## src/rtl/seq_divider.sv

```systemverilog
// Multi-cycle restoring divider: 2N-bit dividend / N-bit divisor, one quotient bit per clock.
// Start/busy/done handshake; divide-by-zero short-circuits to DONE with an all-ones quotient.
module seq_divider #(
    parameter int N = 4
) (
    input  logic             clk,
    input  logic             rst,
    input  logic             start,
    input  logic [2*N-1:0]   dividend,
    input  logic [N-1:0]     divisor,
    output logic             busy,
    output logic             done,
    output logic [2*N-1:0]   quotient,
    output logic [N-1:0]     remainder,
    output logic             div_by_zero
);

    localparam int CW = $clog2(2 * N);
    localparam logic [CW-1:0] LAST = CW'(2 * N - 1);

    typedef enum logic [1:0] {
        IDLE = 2'd0,
        RUN  = 2'd1,
        DONE = 2'd2
    } state_t;

    state_t          state;
    logic [2*N-1:0]  d;
    logic [N-1:0]    v;
    logic [N-1:0]    r;
    logic [2*N-1:0]  q;
    logic [CW-1:0]   cnt;

    logic [N:0]      r_shift;
    logic            qbit;
    logic [N-1:0]    r_next;
    logic [2*N-1:0]  q_next;

    // One restoring step on the (N+1)-bit shifted remainder. When the subtraction is
    // taken the true difference is below V, so an N-bit subtract is exact.
    function automatic logic [N:0] restore_step(input logic [N:0] rs, input logic [N-1:0] vin);
        logic          take;
        logic [N-1:0]  rn;
        take = (rs >= {1'b0, vin});
        rn   = take ? (rs[N-1:0] - vin) : rs[N-1:0];
        return {take, rn};
    endfunction

    // The held partial remainder is always below V, so its top bit is implicitly zero
    // and only the shifted-in R' needs the extra compare bit.
    always_comb begin
        r_shift        = {r, d[2*N-1]};
        {qbit, r_next} = restore_step(r_shift, v);
        q_next         = {q[2*N-2:0], qbit};
    end

    always_ff @(posedge clk) begin
        if (rst) begin
            state       <= IDLE;
            d           <= '0;
            v           <= '0;
            r           <= '0;
            q           <= '0;
            cnt         <= '0;
            busy        <= 1'b0;
            done        <= 1'b0;
            quotient    <= '0;
            remainder   <= '0;
            div_by_zero <= 1'b0;
        end else begin
            done <= 1'b0;
            case (state)
                IDLE, DONE: begin
                    if (start) begin
                        d   <= dividend;
                        v   <= divisor;
                        r   <= '0;
                        q   <= '0;
                        cnt <= '0;
                        if (divisor == '0) begin
                            state       <= DONE;
                            done        <= 1'b1;
                            div_by_zero <= 1'b1;
                            quotient    <= '1;
                            remainder   <= '0;
                        end else begin
                            state       <= RUN;
                            busy        <= 1'b1;
                            div_by_zero <= 1'b0;
                        end
                    end else begin
                        state <= IDLE;
                    end
                end
                RUN: begin
                    r   <= r_next;
                    q   <= q_next;
                    d   <= {d[2*N-2:0], 1'b0};
                    cnt <= cnt + CW'(1);
                    if (cnt == LAST) begin
                        state     <= DONE;
                        busy      <= 1'b0;
                        done      <= 1'b1;
                        quotient  <= q_next;
                        remainder <= r_next;
                    end
                end
                default: begin
                    state <= IDLE;
                    busy  <= 1'b0;
                end
            endcase
        end
    end

endmodule

```

## config.mk

```make
export PLATFORM = sky130hd
export DESIGN_NAME = seq_divider
export DESIGN_NICKNAME = d
export VERILOG_FILES = /design/src/rtl/seq_divider.sv
export SDC_FILE = /design/constraint.sdc
export NUM_CORES = 1
export LEC_CHECK = 0
export CORE_MARGIN = 3
export CORE_UTILIZATION = 40
export CTS_CLUSTER_SIZE = 20
export DETAILED_ROUTE_END_ITERATION = 12
export PLACE_DENSITY = 0.72
export SETUP_SLACK_MARGIN = 0.02
export SLEW_MARGIN = 40
export SYNTH_ARGS = -nofsm -noshare
export SYNTH_HDL_FRONTEND = slang
export SYNTH_SLANG_ARGS = --single-unit
```

## constraint.sdc

```tcl
create_clock -name clk -period 3.7 [get_ports clk]
set_input_delay 0.74 -clock clk [delete_from_list [all_inputs] [get_ports clk]]
set_output_delay 0.74 -clock clk [all_outputs]
set_load 0.005 [all_outputs]
```

==> Yosys cells after proc, flatten, opt, wreduce, memory -nomap -nowiden <==
Cells that the tools add are included.
{ "classes": {"addsub": 2, "order_cmp": 1, "eq_ne": 7, "n_mux": 29, "reduce_logical": 8} }
{ "op_table": {"columns": ["cell", "n"], "rows": [
  ["two-way mux 8 bit", 4],
  ["case mux 8 bit (2 select lines)", 2],
  ["two-way mux 4 bit", 5],
  ["case mux 4 bit (2 select lines)", 2],
  ["case mux 7 bit (2 select lines)", 1],
  ["inequality test 2 bit, second input constant", 4],
  ["two-way mux 7 bit", 1],
  ["two-way mux 1 bit", 6],
  ["two-way mux 2 bit", 3],
  ["case mux 3 bit (2 select lines)", 1],
  [">= comparator 5 x 4 -> 1 bit", 1],
  ["logical NOT 4 bit", 1],
  ["case mux 1 bit (2 select lines)", 2],
  ["case mux 2 bit (2 select lines)", 1],
  ["AND reduction 2 bit", 2],
  ["AND reduction 4 bit", 1],
  ["subtractor 4 bit", 1],
  ["adder 3 x 1 -> 3 bit, second input constant", 1],
  ["equality test 3 bit, second input constant", 1],
  ["two-way mux 3 bit", 1],
  ["AND reduction 3 bit", 1],
  ["equality test 2 x 1 -> 1 bit, second input constant", 1],
  ["equality test 2 bit, second input constant", 1],
  ["logical NOT 2 bit", 1],
  ["2 further kinds", 2]
]} }
{ "word_totals": {"register_bits": 43, "in_bits": 15, "output_inout_bits": 15, "word_cells": 58} }

==> Depth between registers and ports, before layout <==
Gate-level depths: netlist of the first run.
{ "depth": {"word_depth": 4, "depth_mapped": 7} }

==> Worst setup path before layout of the first run <==
Ideal clock, no wire load.
{ "synth_timing": {"path_kind": "input port to flip-flop", "from": "input divisor[3]", "to": "register remainder[3]", "arrival_ns": 1.593, "slack_ns": 1.990, "stages": 5, "n_path_buf": 0, "cell_sequence": "nor4_2 > nand2_1 > nand2_2 > nor2_1 > a22o_1"} }
{ "synth_via": {"elab_chain_cells": 3} }
{ "synth_lines": {"columns": ["item", "line", "text"], "rows": [
  ["start, declared", "10", "input logic [N-1:0] divisor,"],
  ["logical NOT 4 bit", "80", "if (divisor == '0) begin"],
  ["inequality test 2 bit (no source line)", null, null],
  ["AND reduction 4 bit (no source line)", null, null],
  ["end signal, assigned", "105", "remainder <= r_next;"],
  ["end, declared", "14", "output logic [N-1:0] remainder,"]
]} }
No other way between the ends.
A chain may end at the register's enable or synchronous reset.

==> Final worst setup path of the first run <==
{ "layout_timing": {"from": "input start", "to": "register remainder[3]"} }
{ "layout_via": {"elab_chain_cells": 2} }
{ "layout_lines": {"columns": ["item", "line", "text"], "rows": [
  ["start, declared", "8", "input logic start,"],
  ["inequality test 2 bit (no source line)", null, null],
  ["AND reduction 4 bit (no source line)", null, null]
]} }
No other way between the ends.

==> flow_metrics.py, run 1 <==
metrics = {
    "synthesis": {
        "synth_edf_count": 0,
        "syn_nets": 223,
        "dominantRegCellSynth": "dfxtp_1",
        "syn_avg_cell_area_um2": 8.86,
        "ys_warn_count": 0,
        "async_flop_share": 0,
        "synth_cell_types": 36,
        "synth-seq-cells": 43,
        "syn-instance-count": 201,
        "ys_seq_area_frac": 0.483,
        "syn-cell-area_um2": 1780,
    },
    "finish": {
        "drive_gt1_frac": 0.0786,
        "antenna_cells": 0,
        "finish.utilization": 0.530,
        "area_growth_pct": 23.4,
        "final_common_cell": "dfxtp_1",
        "layout_common_cells": "43 x dfxtp_1, 32 x nor2_1, 29 x clkdlybuf4s50_1",
        "nets": 250,
        "stdcell_area_um2": 2200,
        "num-fill-cells": 407,
    },
    "routing": {
        "drt-pass1-iter-count": 4,
        "drt.antenna.violating_nets": 0,
        "drt-total-wl_um": 3630,
        "num_vias": 1450,
        "avgViaCountPerCell": 5.20,
        "wire_per_inst_um": 13.0,
        "drc": 0,
        "drt-initial-drc-count": 122,
    },
    "global_route": {
        "grt_max_degree": 35,
        "grt_usage": 0.148,
        "antenna_found_initial": 0,
        "grt_pass1_wl_um": 6210,
        "overflow": 0,
        "grt_pass1_vias": 1387,
    },
    "pwr": {
        "leakage_nw": 0.829,
        "powerDensity_nw_per_um2": 440,
        "vdd_drop_max_mv": 0.268,
        "total_power_mw": 0.967,
    },
    "worst_setup_path": {
        "critPathKind": "in2reg",
        "crit_slowest_cell": "clkdlybuf4s50_1",
        "critPathLaunchType": "input port",
        "path_max_fanout": 9,
        "crit_chain": "clkdlybuf4s50_1 -> nor2b_1 -> nand2_1 -> nand2_2 -> nor2_1 -> a22o_1",
        "crit_required_ps": 3890,
        "crit_arrival_ps": 2410,
        "slowest_delay_ps": 470,
        "worstSetupEndpointType": "flip-flop",
    },
    "die": {
        "coreArea_um2": 4140,
        "die_w_um": 72.7,
        "die-height_um": 72.7,
        "num_rows": 23,
        "ios": 30,
        "dieArea_um2": 5290,
        "start_util": 0.430,
    },
    "sta": {
        "rsz0062_at_grt": "false",
        "relSlewSlack": 0.512,
        "drv_slew": 0,
        "setup_violations": 0,
        "tns_ps": 0,
        "fin_crit_ps": 2220,
        "fmax_mhz": 451,
        "min_period_over_period": 0.599,
        "clock_skew_ps": 8.46,
        "tightestPinTransition_ps": 733,
        "hold_viol_final": 0,
    },
    "clock_tree": {
        "numCtsBuffers": 5,
        "cts_tree": "yes",
        "cts_sinks": 43,
        "cts.htree.levels": 2,
        "post_cts_buffers": 0,
        "cts_resized": 0,
        "postCtsHoldBufs": 0,
        "clockRootBuffer": "clkbuf_8",
        "clk_latency_ps": 290,
        "cts_buffer_depth": 2,
        "clk_pin_slew_ps": 80,
    },
    "run_status": {
        "status": "completed",
    },
    "placement": {
        "postPlaceCellArea_um2": 2100,
        "gp_congestion": 0.762,
        "hpwl_um": 2630,
        "port_buffers": 29,
    },
    "min_path": {
        "hp-class": "reg2reg",
    },
    "job": {
        "max_cap_violations": 0,
    },
}
-- stage by stage --
| stage | worst slack [ps] | hold slack (ps) | instances |
|---|---|---|---|
| floorplan | 1990 | 436 | 201 |
| global placement | 1240 | 447 | 271 |
| detailed placement | 1170 | 453 | 271 |
| CTS | 1480 | 463 | 279 |
| global route | 1310 | 481 | 279 |
| finish | 1480 | 462 | 279 |
-- synthesized netlist by cell type (4+ instances only) --
library cell | number | area share
a21oi_1 | 17 | 0.048
dfxtp_1 | 43 | 0.48
inv_1 | 7 | 0.015
nand2_1 | 27 | 0.057
clkbuf_1 | 5 | 0.011
ha_1 | 6 | 0.042
nand2b_1 | 5 | 0.018
nor2_1 | 32 | 0.067
buf_2 | 4 | 0.011
o22ai_1 | 7 | 0.025
nor3_1 | 13 | 0.037
-- cells by family after synthesis --
group                      Yosys count  share of synthesized area
DFF                                 43                      0.483
buffers and inverters               17                     0.0394
adders and majority gates            7                     0.0534
and+or+nand+nor                     85                      0.219
AOI/OAI and AO/OA                   44                      0.178
xor gates and xnor gates             2                    0.00984
muxes                                3                     0.0169
-- routing by layer --
metal  GRT usage  up-vias  part of all wire
met4      0.0553        0             0.015
li1            -      747                 -
met5           0        -                 0
met1       0.192      672              0.47
met2       0.242       24              0.48
met3      0.0317        7             0.036
-- state kept, by name, summed over array words and instances, names as in the netlist, 2 cells and up --
register,cells
v,4
quotient,8
cnt,3
state,2
remainder,4
r,4
q,7
d,8
-- final cells by class --
cell class | count | area (um2) | area share
tap | 50 | 62.6 | 0.0285
multi-input combinational | 141 | 850 | 0.387
timing repair buffer | 30 | 298 | 0.136
clock buffer | 8 | 100 | 0.0456
sequential | 43 | 861 | 0.392
inverter | 7 | 26.3 | 0.0120
-- path summary, 6_finish.rpt --
path / startpoint / endpoint / slack (ps) / cells after the start
max: start / remainder[3]$_SDFFE_PP0P_ / 1480 / 6
min: v[0]$_SDFFE_PP0P_ / v[0]$_SDFFE_PP0P_ / 460 / 2
max reg2reg: v[1]$_SDFFE_PP0P_ / r[3]$_SDFFE_PP0P_ / 1870 / 6
min reg2reg: v[0]$_SDFFE_PP0P_ / v[0]$_SDFFE_PP0P_ / 460 / 2
-- critical path, delay by kind of cell --
kind,cells,cell delay (ps)
compound gates,1,250
buf+inv,1,470
simple gates,4,940
-- power breakdown --
part	switching, mW	internal [mW]	total, mW
clock network	0.152	0.170	0.322
registers	0.0119	0.483	0.495
logic	0.0812	0.0691	0.150
total	0.245	0.722	0.967
Power figures use the tool's default switching activity.
==> inputs of run 2 (changes only) <==
==> constraint.sdc (replaced) <==
create_clock -name clk -period 2.3 [get_ports clk]
set_input_delay 0.46 -clock clk [delete_from_list [all_inputs] [get_ports clk]]
set_output_delay 0.46 -clock clk [all_outputs]
set_load 0.005 [all_outputs]
==> flow_metrics.py, run 2 (synthesis gave the netlist of run 1 again) <==
metrics = {
    "clock_tree": {
        "clockRootBuffer": "clkbuf_8",
        "post_cts_buffers": 0,
        "clk_latency_ps": 290,
        "clk_pin_slew_ps": 70,
        "cts.htree.levels": 2,
        "numCtsBuffers": 5,
        "postCtsHoldBufs": 0,
        "cts_buffer_depth": 2,
        "cts_sinks": 43,
        "cts_tree": "yes",
        "cts_resized": 0,
    },
    "sta": {
        "tns_ps": 0,
        "relSlewSlack": 0.663,
        "hold_viol_final": 0,
        "clock_skew_ps": 3.47,
        "tightestPinTransition_ps": 505,
        "fin_crit_ps": 1830,
        "rsz0062_at_grt": "false",
        "drv_slew": 0,
        "min_period_over_period": 0.795,
        "fmax_mhz": 547,
        "setup_violations": 0,
    },
    "die": {
        "ios": 30,
        "num_rows": 23,
        "die_w_um": 72.7,
        "coreArea_um2": 4140,
        "dieArea_um2": 5290,
        "die-height_um": 72.7,
        "start_util": 0.430,
    },
    "pwr": {
        "p_sw_frac": 0.255,
        "p_switching_mw": 0.389,
        "p_seq_frac": 0.523,
        "clock_power_share": 0.309,
        "internal_power_mw": 1.13,
        "leakage_nw": 0.857,
        "vdd_drop_max_mv": 0.338,
        "p_comb_frac": 0.169,
        "powerDensity_nw_per_um2": 681,
    },
    "routing": {
        "drt-total-wl_um": 3670,
        "num_vias": 1447,
        "avgViaCountPerCell": 5.08,
        "drt-pass1-iter-count": 4,
        "drt.antenna.violating_nets": 0,
        "wire_per_inst_um": 12.9,
        "drc": 0,
        "drt-initial-drc-count": 66,
    },
    "worst_setup_path": {
        "crit_required_ps": 2490,
        "critPathKind": "in2reg",
        "path_max_fanout": 9,
        "worstSetupEndpointType": "flip-flop",
        "crit_buf_inv": 1,
        "critPathLaunchType": "input port",
        "slowest_delay_ps": 440,
        "cp_top_family": "simple AND/OR/NAND/NOR gates",
        "crit_slowest_cell": "clkdlybuf4s50_1",
        "crit_chain": "clkdlybuf4s50_1 -> nor4_2 -> nand2_1 -> nand2_2 -> nor2_1 -> a22o_1",
        "crit_arrival_ps": 2020,
    },
    "global_route": {
        "overflow": 0,
        "grt_max_degree": 24,
        "antenna_found_initial": 0,
        "grt_pass1_vias": 1453,
        "grt_usage": 0.153,
        "grt_pass1_wl_um": 6350,
    },
    "placement": {
        "hpwl_um": 2720,
        "port_buffers": 29,
        "placed_cells": 278,
        "gp_congestion": 0.755,
        "postPlaceCellArea_um2": 2150,
    },
    "finish": {
        "antenna_cells": 0,
        "layout_common_cells": "43 x dfxtp_1, 32 x nor2_1, 29 x clkdlybuf4s50_1",
        "largestRegisters": "d (8), quotient (8), q (7)",
        "stdcell_count": 285,
        "stdcell_area_um2": 2240,
        "drive_gt1_frac": 0.106,
        "finish.utilization": 0.540,
        "final_common_cell": "dfxtp_1",
        "nets": 257,
        "area_growth_pct": 25.7,
    },
    "min_path": {
        "hp-class": "reg2reg",
    },
    "run_status": {
        "status": "completed",
    },
    "job": {
        "max_cap_violations": 0,
    },
}
[run 2: power groups by stage]
stage	Combinational (mW)	Sequential [mW]	Clock, mW
after floorplan	0.176	0.809	0
after global routing	0.286	0.802	0.514
final	0.257	0.796	0.470
after detailed placement	0.257	0.814	0
after CTS	0.258	0.796	0.494
after global placement	0.253	0.813	0
[run 2: metal layers]
layer	vias up	part of all wire	GRT usage
li1	757	-	-
met1	666	0.48	0.197
met5	-	0	0
met3	7	0.027	0.0399
met4	0	0.019	0.0676
met2	17	0.47	0.241
[run 2: layout make-up]
| type | count | area [um2] |
|---|---|---|
| Multi-Input combinational cell | 141 | 850 |
| Fill cell | 418 | 1910 |
| Clock buffer | 6 | 82.6 |
| Tap cell | 50 | 62.6 |
| Timing Repair Buffer | 37 | 350 |
| Inverter | 7 | 26.3 |
| Sequential cell | 43 | 861 |
| Clock inverter | 1 | 5.00 |
[run 2: worst paths after layout]
path / from / end / slack, ps / cells after the start
max: divisor[3] / remainder[3]$_SDFFE_PP0P_ / 470 / 6
min: q[6]$_SDFFE_PP0P_ / q[6]$_SDFFE_PP0P_ / 460 / 2
max reg2reg: v[2]$_SDFFE_PP0P_ / r[3]$_SDFFE_PP0P_ / 470 / 7
min reg2reg: q[6]$_SDFFE_PP0P_ / q[6]$_SDFFE_PP0P_ / 460 / 2
[run 2: worst reg2reg max path, cell delays in order (launching register included)]
cell	delay, ps
dfxtp_1	340
inv_1	50
ha_1	370
a21oi_1	160
o21ai_0	110
xor2_1	160
a221o_1	330
a22o_2	210
[run 2: stage by stage]
step / setup slack [ps] / hold WS [ps] / power, mW
after floorplan: 622 / 436 / 0.985
after global placement: 231 / 443 / 1.07
after detailed placement: 204 / 449 / 1.07
after CTS: 476 / 460 / 1.55
after global routing: 377 / 493 / 1.60
final: 471 / 459 / 1.52
